===== src/rtl/regfile_sync_param.sv =====
// Parametrised 2-read/1-write register file with registered reads, write-to-read bypass
// and an index-fill init sequencer that runs after reset or on init_req.
module regfile_sync_param #(
    parameter int unsigned WIDTH    = 32,
    parameter int unsigned DEPTH    = 32,
    parameter int unsigned ADDR_W   = 5,
    parameter int unsigned ZERO_REG = 1
) (
    input  logic              clk,
    input  logic              rst_n,
    input  logic              init_req,
    input  logic              rd_en,
    input  logic [ADDR_W-1:0] addr_a,
    input  logic [ADDR_W-1:0] addr_b,
    input  logic              wr_en,
    input  logic [ADDR_W-1:0] addr_wr,
    input  logic [WIDTH-1:0]  write_data,
    output logic [WIDTH-1:0]  read_data_a,
    output logic [WIDTH-1:0]  read_data_b,
    output logic              read_valid,
    output logic              ready
);

    localparam int unsigned      AW1     = ADDR_W + 1;
    // One extra bit so DEPTH == 2^ADDR_W is representable.
    localparam logic [ADDR_W:0]  DepthW  = AW1'(DEPTH);
    localparam logic [ADDR_W-1:0] LastIdx = ADDR_W'(DEPTH - 1);
    localparam bit               ZeroEn  = (ZERO_REG != 0);

    typedef enum logic [0:0] {StInit, StRun} state_e;

    state_e            state_q, state_d;
    logic [ADDR_W-1:0] init_ptr_q, init_ptr_d;
    logic [WIDTH-1:0]  rd_a_q, rd_a_d;
    logic [WIDTH-1:0]  rd_b_q, rd_b_d;
    logic              rd_valid_q, rd_valid_d;

    logic [WIDTH-1:0]  mem_q [DEPTH];

    logic              run;
    logic              wr_ok;
    logic              mem_we;
    logic [ADDR_W-1:0] mem_waddr;
    logic [WIDTH-1:0]  mem_wdata;

    function automatic logic addr_blank(input logic [ADDR_W-1:0] addr);
        return ({1'b0, addr} >= DepthW) || (ZeroEn && (addr == '0));
    endfunction

    function automatic logic [WIDTH-1:0] rd_sel(input logic [ADDR_W-1:0] addr,
                                                input logic [WIDTH-1:0]  mem_word);
        logic [WIDTH-1:0] val;
        val = mem_word;
        if (addr_blank(addr)) begin
            val = '0;
        end else if (wr_ok && (addr_wr == addr)) begin
            val = write_data;
        end
        return val;
    endfunction

    assign run   = (state_q == StRun);
    assign wr_ok = run && wr_en && !addr_blank(addr_wr);

    always_comb begin
        state_d    = state_q;
        init_ptr_d = init_ptr_q;
        mem_we     = 1'b0;
        mem_waddr  = addr_wr;
        mem_wdata  = write_data;
        unique case (state_q)
            StInit: begin
                mem_we     = 1'b1;
                mem_waddr  = init_ptr_q;
                mem_wdata  = (ZeroEn && (init_ptr_q == '0)) ? '0 : WIDTH'(init_ptr_q);
                init_ptr_d = init_ptr_q + 1'b1;
                if (init_ptr_q == LastIdx) begin
                    state_d = StRun;
                end
            end
            StRun: begin
                mem_we = wr_ok;
                if (init_req) begin
                    state_d    = StInit;
                    init_ptr_d = '0;
                end
            end
            default: begin
                state_d    = StInit;
                init_ptr_d = '0;
            end
        endcase
    end

    always_comb begin
        rd_a_d     = rd_a_q;
        rd_b_d     = rd_b_q;
        rd_valid_d = 1'b0;
        if (run && rd_en) begin
            rd_a_d     = rd_sel(addr_a, mem_q[addr_a]);
            rd_b_d     = rd_sel(addr_b, mem_q[addr_b]);
            rd_valid_d = 1'b1;
        end
    end

    always_ff @(posedge clk) begin
        if (!rst_n) begin
            state_q    <= StInit;
            init_ptr_q <= '0;
            rd_a_q     <= '0;
            rd_b_q     <= '0;
            rd_valid_q <= 1'b0;
        end else begin
            state_q    <= state_d;
            init_ptr_q <= init_ptr_d;
            rd_a_q     <= rd_a_d;
            rd_b_q     <= rd_b_d;
            rd_valid_q <= rd_valid_d;
        end
    end

    // Storage has no reset; the init sequencer rewrites every entry.
    always_ff @(posedge clk) begin
        if (rst_n && mem_we) begin
            mem_q[mem_waddr] <= mem_wdata;
        end
    end

    assign read_data_a = rd_a_q;
    assign read_data_b = rd_b_q;
    assign read_valid  = rd_valid_q;
    assign ready       = run;

endmodule

===== config.mk =====
export PLATFORM = sky130hd
export DESIGN_NAME = regfile_sync_param
export DESIGN_NICKNAME = d
export VERILOG_FILES = /design/src/rtl/regfile_sync_param.sv
export SDC_FILE = /design/constraint.sdc
export NUM_CORES = 1
export LEC_CHECK = 0
export CAP_MARGIN = 20
export CORE_ASPECT_RATIO = 1.4
export CORE_MARGIN = 1.5
export CORE_UTILIZATION = 25
export DETAILED_ROUTE_END_ITERATION = 16
export SYNTH_ARGS = -nofsm -noshare
export SYNTH_HDL_FRONTEND = slang
export SYNTH_SLANG_ARGS = --single-unit

===== constraint.sdc =====
create_clock -name clk -period 8.3 [get_ports clk]
set_clock_uncertainty 0.15 [all_clocks]
set_input_delay 0.83 -clock clk [delete_from_list [all_inputs] [get_ports clk]]
set_output_delay 0.83 -clock clk [all_outputs]
set_load 0.03 [all_outputs]

==> results.md, run 1 <==
* Crit path launch type: flop
* Die width at 382.1 um
* Global-route wire length before repair at around 250,000 um
* CTS buffer count at 100
* WP data arrival at between 4 and 5 ns
* Layout fillers at between 15,000 and 20,000
* Post-Synth Simple-Gate Area at between 4 and 5%
* Net Count, Synth at between 2,000 and 3,000
* I/O pins at about 120
* GRT Resource Usage Total at between 10% and 20%
* Clock Sink Count at 1,095
* LEAKAGE at around 18 nW
* Clk slew on worst S/H paths at ~0.07 ns
* Grt met2 use at between 20% and 30%
* Vias per cell at 5.400
* Internal Power at ~9 mW
* Met1 Use GR at a little over a fifth
* Post_cts resized at 0
* Cell area after synthesis at about 50,000 um2
* Worst EP required at 8.50 ns
* Sw Ratio at a little under a quarter
* Routed Antenna Nets at 0
* Synth Area in Adders at 0.07462%
* Cell Chain, Critical Path: mux2i_1 -> nand3_1 -> nor2_4 -> buf_4
* H-tree depth at 3
* Synth top area cells: edfxtp_1 (61%), mux4_2 (19%), mux2i_1 (3.8%)
* Worst skew pair latency at 0.75 ns
* Total die area at just over 200,000 um2
* Fin nets at ~3,000
* Type of the worst setup path: reg -> reg
* Post-synthesis mux area share at a little under a quarter
* Pre-Repair DR Iteration Count at 5
* GPL Wtd Cong at just over 0.8
* WL final at 176,100 um
* RSZ-0062 raised after global routing: no
* Tmin final at 4.418 ns
* Gr ovfl total at 0
* Clock buffer depth at 3
* Sequential power share at 51.7%
* Final instance area at just under 60,000 um2
* Drc violations at 0
* Placement Setup Slack at ~3.3 ns
* Cell Pwr Density at roughly 200 nW/um2
* Vias at 30,854
* Critical path endpoint category: flop
* Final setup margin at 3.882 ns
* Power share of the clock group at between 40 and 50%
* Post-synth EDFFs at ~1,000
* Final Hold Viols at 0
* Synthesized area per cell at ~17 um2
* Yosys top cell by area: edfxtp_1
* Initial antenna violation count at 15
* Max Fanout on Critical Path at between 50 and 60
* Status: finished clean
* Core Rows at just under 200
* Cts-stage hold buffer count at 0
* Top_reg_cell synth: edfxtp_1
* Post-DP Area at 54,840 um2
* Peak Freq at between 200 and 250 MHz
* Fin crit share at about 53%
* Root Driver: clkbuf_16
* Largest family of logic cells by synthesized area: multiplexers
* Max_slew headroom at a little over a fifth
* Starting Density at 25.18%
* Register area share after synthesis at between 60% and 70%
* Post-CTS Setup Repair Bufs at 0
* Net Switching at approximately 2.7 mW
* Vias in the first global route at around 32,000
* Post-synthesis cell count at slightly below 3,000
* Synth unique cells at 47
* Yosys reg bits at 1,095
* VDD IR max at roughly 0.00016 V
* Post-synth ARST share at 0%
* Comb power frac at under 10%
* Die height at between 500 and 600 um
* Setup-failing EPs final at 0
* Routed len/inst at roughly 30 um
* Core ar. at ~200,000 um2
* YS warnings at 0
* Worst slew pin tran at 1.177 ns
* Synth Area in XOR/XNOR at less than 1%
* First DRT Iteration DRCs at approximately 3,800
* Grt peak-use layer: met2
* Port Buf Inserts at 117
* Setup TNS Final at 0 ns
* Worst hold-check path type: reg -> reg
* Slowest CP cell: nor2_4
* Max-cap violations at 0
* Share of cells above drive strength 1 at between 20 and 25%
* Met3 Use GR at 3.312%
* Max stage delay on crit path at about 0.95 ns
* DP Wirelength at 106,800 um
* Synth top area share at 61.13%
* Synth Area in Compound Gates at approximately 6.4%
* CTS tree: built
* Max-slew violations at 0
* Area growth, synth to finish at 16.42%
* Largest net degree at the start of global routing at ~170
==> kinds of logic (layout without fill, tap and decap cells) <==
kind of cell,after synthesis,count (layout)
multiplexers,612,612
buffers and inverters,242,408
XOR/XNOR,10,10
flip-flops,1095,1095
AO/OA/AOI/OAI,430,430
other,0,3
adder cells (fa/ha/maj),3,3
AND/OR/NAND/NOR,507,507
==> per-stage QoR <==
step                hold WS [ns]  power (mW)  util (%)  std cells
global route              0.4097       11.90     29.31       5713
global placement          0.3496       6.934     27.40       5503
floorplan                 0.4103       6.639         -       2899
finish                    0.3610       11.62     29.32       5714
CTS                       0.3685       11.66     29.14       5696
detailed placement        0.3532       6.937     27.45       5507
==> per-layer routing <==
layer  wire [um]  share of wire [%]
met4        8950                5.1
met1       65740                 37
met2       85100                 48
met3       16280                9.2
met5          66              0.037
==> cells in the final DEF, fill, tap and decap left out, types with 6 or more instances in the layout <==
| cell | n |
|---|---|
| dfxtp_1 | 70 |
| clkinv_2 | 17 |
| nor2b_4 | 6 |
| clkinvlp_4 | 8 |
| buf_8 | 10 |
| nand4_1 | 33 |
| buf_16 | 13 |
| and2_1 | 63 |
| clkinv_8 | 7 |
| a21boi_0 | 33 |
| mux2i_1 | 193 |
| bufinv_16 | 7 |
| clkbuf_8 | 8 |
| o221a_1 | 31 |
| clkinv_1 | 7 |
| mux4_2 | 418 |
| buf_4 | 74 |
| o2111ai_1 | 31 |
| clkbuf_16 | 102 |
| a21oi_1 | 62 |
| nand2_1 | 236 |
| edfxtp_1 | 1024 |
| o21a_1 | 32 |
| nand3_1 | 104 |
| a22oi_1 | 221 |
| clkdlybuf4s50_1 | 110 |
| xnor2_1 | 8 |
| clkbuf_1 | 21 |
| nor2_4 | 37 |
==> Yosys cell counts (all sizes together) (3+ instances only) <==
cell        n
buf       115
nand3     104
a22oi     221
edfxtp   1024
nor2       41
o221a      33
inv         6
xnor2       8
o2111ai    31
ha          3
nor2b       8
clkbuf    121
a21boi     33
o21ai       4
o22ai       3
and2       66
and3        4
nand2b      6
nand4      33
a21oi      63
mux2i     193
mux4      418
dfxtp      71
nand2     237
o21a       32
==> power by group through the flow <==
stage	registers (mW)	clock network, mW	logic (mW)
2_1_floorplan	6.12	0	0.515
3_3_place_gp	6.13	0	0.803
3_5_place_dp	6.13	0	0.805
4_1_cts	6.01	4.84	0.809
5_1_grt	6.01	5.03	0.854
6_report	6.01	4.79	0.817
==> critical path, delay by kind of cell (launching register included) <==
| family | cells | cell delay, ns |
|---|---|---|
| AND/OR/NAND/NOR | 2 | 1.75 |
| flip-flops | 1 | 0.92 |
| buffers and inverters | 1 | 0.65 |
| multiplexers | 1 | 0.47 |
==> path summary, 6_finish.rpt <==
path                                from                     endpoint  slack (ns)  cells past startpoint
max                     ready$_SDFF_PN0_      mem_q[30][21]$_DFFE_PP_        3.88                      4
min          read_data_a[1]$_SDFFE_PN0P_  read_data_a[1]$_SDFFE_PN0P_        0.36                      2
max reg2reg             ready$_SDFF_PN0_      mem_q[30][21]$_DFFE_PP_        3.88                      4
min reg2reg  read_data_a[1]$_SDFFE_PN0P_  read_data_a[1]$_SDFFE_PN0P_        0.36                      2
==> state kept, by name, indices dropped and copies added (netlist names) <==
signal	count
read_valid	1
read_data_a	32
mem_q	1024
read_data_b	32
init_ptr_q	5
ready	1
==> area by class of cell <==
cell class | instances | area [um2] | area share (%)
flip-flops and latches | 1095 | 32170 | 54.94
diodes | 3 | 7.507 | 0.01282
clock buffers | 131 | 2741 | 4.681
well taps | 2646 | 3311 | 5.653
inverters | 6 | 22.52 | 0.03846
multi-input cells | 1562 | 17420 | 29.75
repair buffers | 213 | 2255 | 3.850
clock inverters | 58 | 626.9 | 1.070
(Power assumes the default switching activity.)
==> run 2, diff against run 1 <==
==> constraint.sdc (replaced) <==
create_clock -name clk -period 4.5 [get_ports clk]
set_clock_uncertainty 0.15 [all_clocks]
set_input_delay 0.45 -clock clk [delete_from_list [all_inputs] [get_ports clk]]
set_output_delay 0.45 -clock clk [all_outputs]
set_load 0.03 [all_outputs]
==> run 2 against run 1 <==
  * Sequential power is 85% higher
  * Combinational power is 84% higher
  * Die area stayed put
==> results.md, run 2 (synthesis results as in run 1) <==
* Vias per cell at 5.352 (-0.89%)
* Fin crit share at 77.85% (+25 points)
* H-tree depth at 3 (unchanged)
* Share of cells above drive strength 1 at 25.11% (+0.86 points)
* Starting Density at 25.18% (unchanged)
* Tmin final at 3.503 ns (-0.9147 ns)
* Dpl cells at 5,538 (+0.56%)
* Worst skew pair latency at 0.73 ns (-0.02 ns)
* Core ar. at 199,800 um2 (unchanged)
* CTS buffer count at 100 (unchanged)
* RSZ-0062 raised after global routing: no
* Final Hold Viols at 0 (unchanged)
* Power share of the clock group at 40.7% (-0.5 points)
* Vias at 30,741 (-0.37%)
* Commonest non-fill, non-tap cell in the layout: edfxtp_1
* Gr ovfl total at 0 (unchanged)
* Routed Antenna Nets at 0 (unchanged)
* Fin nets at 3,063 (+0.99%)
* Largest net degree at the start of global routing at 108 (-35%)
* Pre-Repair DR Iteration Count at 5 (unchanged)
* I/O pins at 118 (unchanged)
* Most frequent cells in the layout: edfxtp_1 (1,024), mux4_2 (418), nand2_1 (236)
* Status: finished clean
* Vias in the first global route at 31,813 (+0.76%)
* Type of the worst setup path: reg -> reg
* Initial antenna violation count at 16 (+1)
* GPL Wtd Cong at 0.8287 (about the same)
* Drc violations at 0 (unchanged)
* Global-route wire length before repair at 242,100 um (-1.5%)
* Clock Sink Count at 1,095 (unchanged)
* R2r startpoint: ready$_SDFF_PN0_
* VDD IR max at 0.0003190 V (+99%)
* Root Driver: clkbuf_16
* R2r setup slk at 1.0 ns (-2.89 ns)
* Cell Pwr Density at 360.4 nW/um2 (+82%)
* Max FFs per register at 1,024 (unchanged)
* Core Rows at 194 (unchanged)
* Final instance area at 58,880 um2 (+0.54%)
* Worst Hold Path Cells at 3 (+1)
* Hold path start: write_data[5]
* Clk slew on worst S/H paths at 0.07 ns (about the same)
* Post-DP Area at 55,300 um2 (+0.84%)
* Critical path endpoint category: flop
* WP data arrival at 3.70 ns (-0.92 ns)
* Reg2Reg Depth at 6 (+2)
* CTS tree: built
* Post_cts resized at 0 (unchanged)
* Reg-to-reg endpoint: mem_q[21][6]$_DFFE_PP_
* First DRT Iteration DRCs at 3,249 (-14%)
* Routed len/inst at 30.04 um (-2.6%)
* Max-slew violations at 0 (unchanged)
* Setup-failing EPs final at 0 (unchanged)
* Comb power frac at 7.1% (about the same)
* Hold EP: read_data_a[5]$_SDFFE_PN0P_
* Sequential power share at 52.2% (+0.5 points)
* Worst EP required at 4.70 ns (-3.80 ns)
* Die height at 533.7 um (unchanged)
* Net Switching at 4.898 mW (+80%)
* Die width at 382.1 um (unchanged)
* Worst hold-check path type: in -> reg
* Crit path launch type: flop
* Port Buf Inserts at 117 (unchanged)
* Area growth, synth to finish at 17.06%
* WL final at 172,500 um (-2.0%)
* LEAKAGE at 17.94 nW (+0.82%)
* Final Non-Filler Cells at 5,744 (+0.53%)
* Max_slew headroom at 21.36% (-0.17 points)
* Final Util at 29.47% (+0.16 points)
* Design Power at 21.22 mW (+83%)
* Worst slew pin tran at 1.180 ns (+0.002536 ns)
* Peak Freq at 285.5 MHz (+26%)
* Final setup margin at 0.9968 ns (-2.885 ns)
* Final hold slack at 0.2802 ns (-0.08073 ns)
* Setup TNS Final at 0 ns (unchanged)
* Max-cap violations at 0 (unchanged)
* DP Wirelength at 105,700 um (-1.1%)
* Max Fanout on Critical Path at 36 (-37%)
* Total die area at 203,900 um2 (unchanged)
* GRT Resource Usage Total at 16.61% (-0.32 points)
* Internal Power at 16.32 mW (+83%)
* Sw Ratio at 23.08% (-0.32 points)
* Clock buffer depth at 3 (unchanged)
* Placement Setup Slack at 0.5190 ns (-2.827 ns)
* Biggest register: mem_q
-- run 2: cell count changes in the layout (fill, tap and decap cells not counted), moves of 2 or more --
cell and delta:
buf_12 +19, buf_16 -3, buf_4 +13, clkbuf_1 -5, clkinv_2 +4, clkinv_4 -2
clkinv_8 -6, clkinvlp_4 +10, inv_6 +3
-- run 2: layout make-up --
cell class	instances	area [um2]
timing repair buffer	243	2670
fill	19481	140900
sequential	1095	32170
clock buffer	125	2709
clock inverter	64	561.8
inverter	6	22.52
tap	2646	3311
multi-input combinational	1562	17420
antenna	3	7.507
-- run 2: what timing repair did --
| action | CTS | global route |
|---|---|---|
| hold endpoints to repair | 1 | 0 |
| setup buffers | 0 | 0 |
| hold buffers | 1 | 0 |
-- run 2: how the worst max path moves through the flow --
stage / start / to / slack (ns) / cells past startpoint
5_1_grt: ready$_SDFF_PN0_ / mem_q[21][8]$_DFFE_PP_ / 0.94 / 6
3_3_place_gp: addr_wr[3] / mem_q[21][12]$_DFFE_PP_ / 0.54 / 8
3_5_place_dp: addr_wr[3] / mem_q[21][27]$_DFFE_PP_ / 0.52 / 8
4_1_cts: ready$_SDFF_PN0_ / mem_q[21][6]$_DFFE_PP_ / 0.99 / 6
2_1_floorplan: ready$_SDFF_PN0_ / mem_q[20][0]$_DFFE_PP_ / 1.14 / 6
6_report: ready$_SDFF_PN0_ / mem_q[21][6]$_DFFE_PP_ / 1.0 / 6
-- run 2: critical path: stages (launching register included) --
cell and delay, ns:
dfxtp_4 0.68, o211ai_2 0.25, o22ai_1 0.33, nand2_1 0.25
buf_4 0.26, nor2_4 0.50, buf_4 0.64
-- run 2: power groups by stage --
| stage | Combinational [mW] | Clock, mW | Sequential (mW) |
|---|---|---|---|
| after floorplan | 0.951 | 0 | 11.3 |
| after global placement | 1.49 | 0 | 11.3 |
| after detailed placement | 1.49 | 0 | 11.3 |
| after CTS | 1.50 | 8.77 | 11.1 |
| after global routing | 1.57 | 9.10 | 11.1 |
| final | 1.50 | 8.63 | 11.1 |
-- run 2: routing by layer --
| metal | share of wire (%) | vias up | GRT usage [%] |
|---|---|---|---|
| met2 | 48 | 1697 | 27.47 |
| li1 | - | 12309 | - |
| met4 | 5.6 | 8 | 8.615 |
| met1 | 38 | 16293 | 20.76 |
| met5 | 0.027 | - | 0 |
| met3 | 8.3 | 434 | 2.895 |
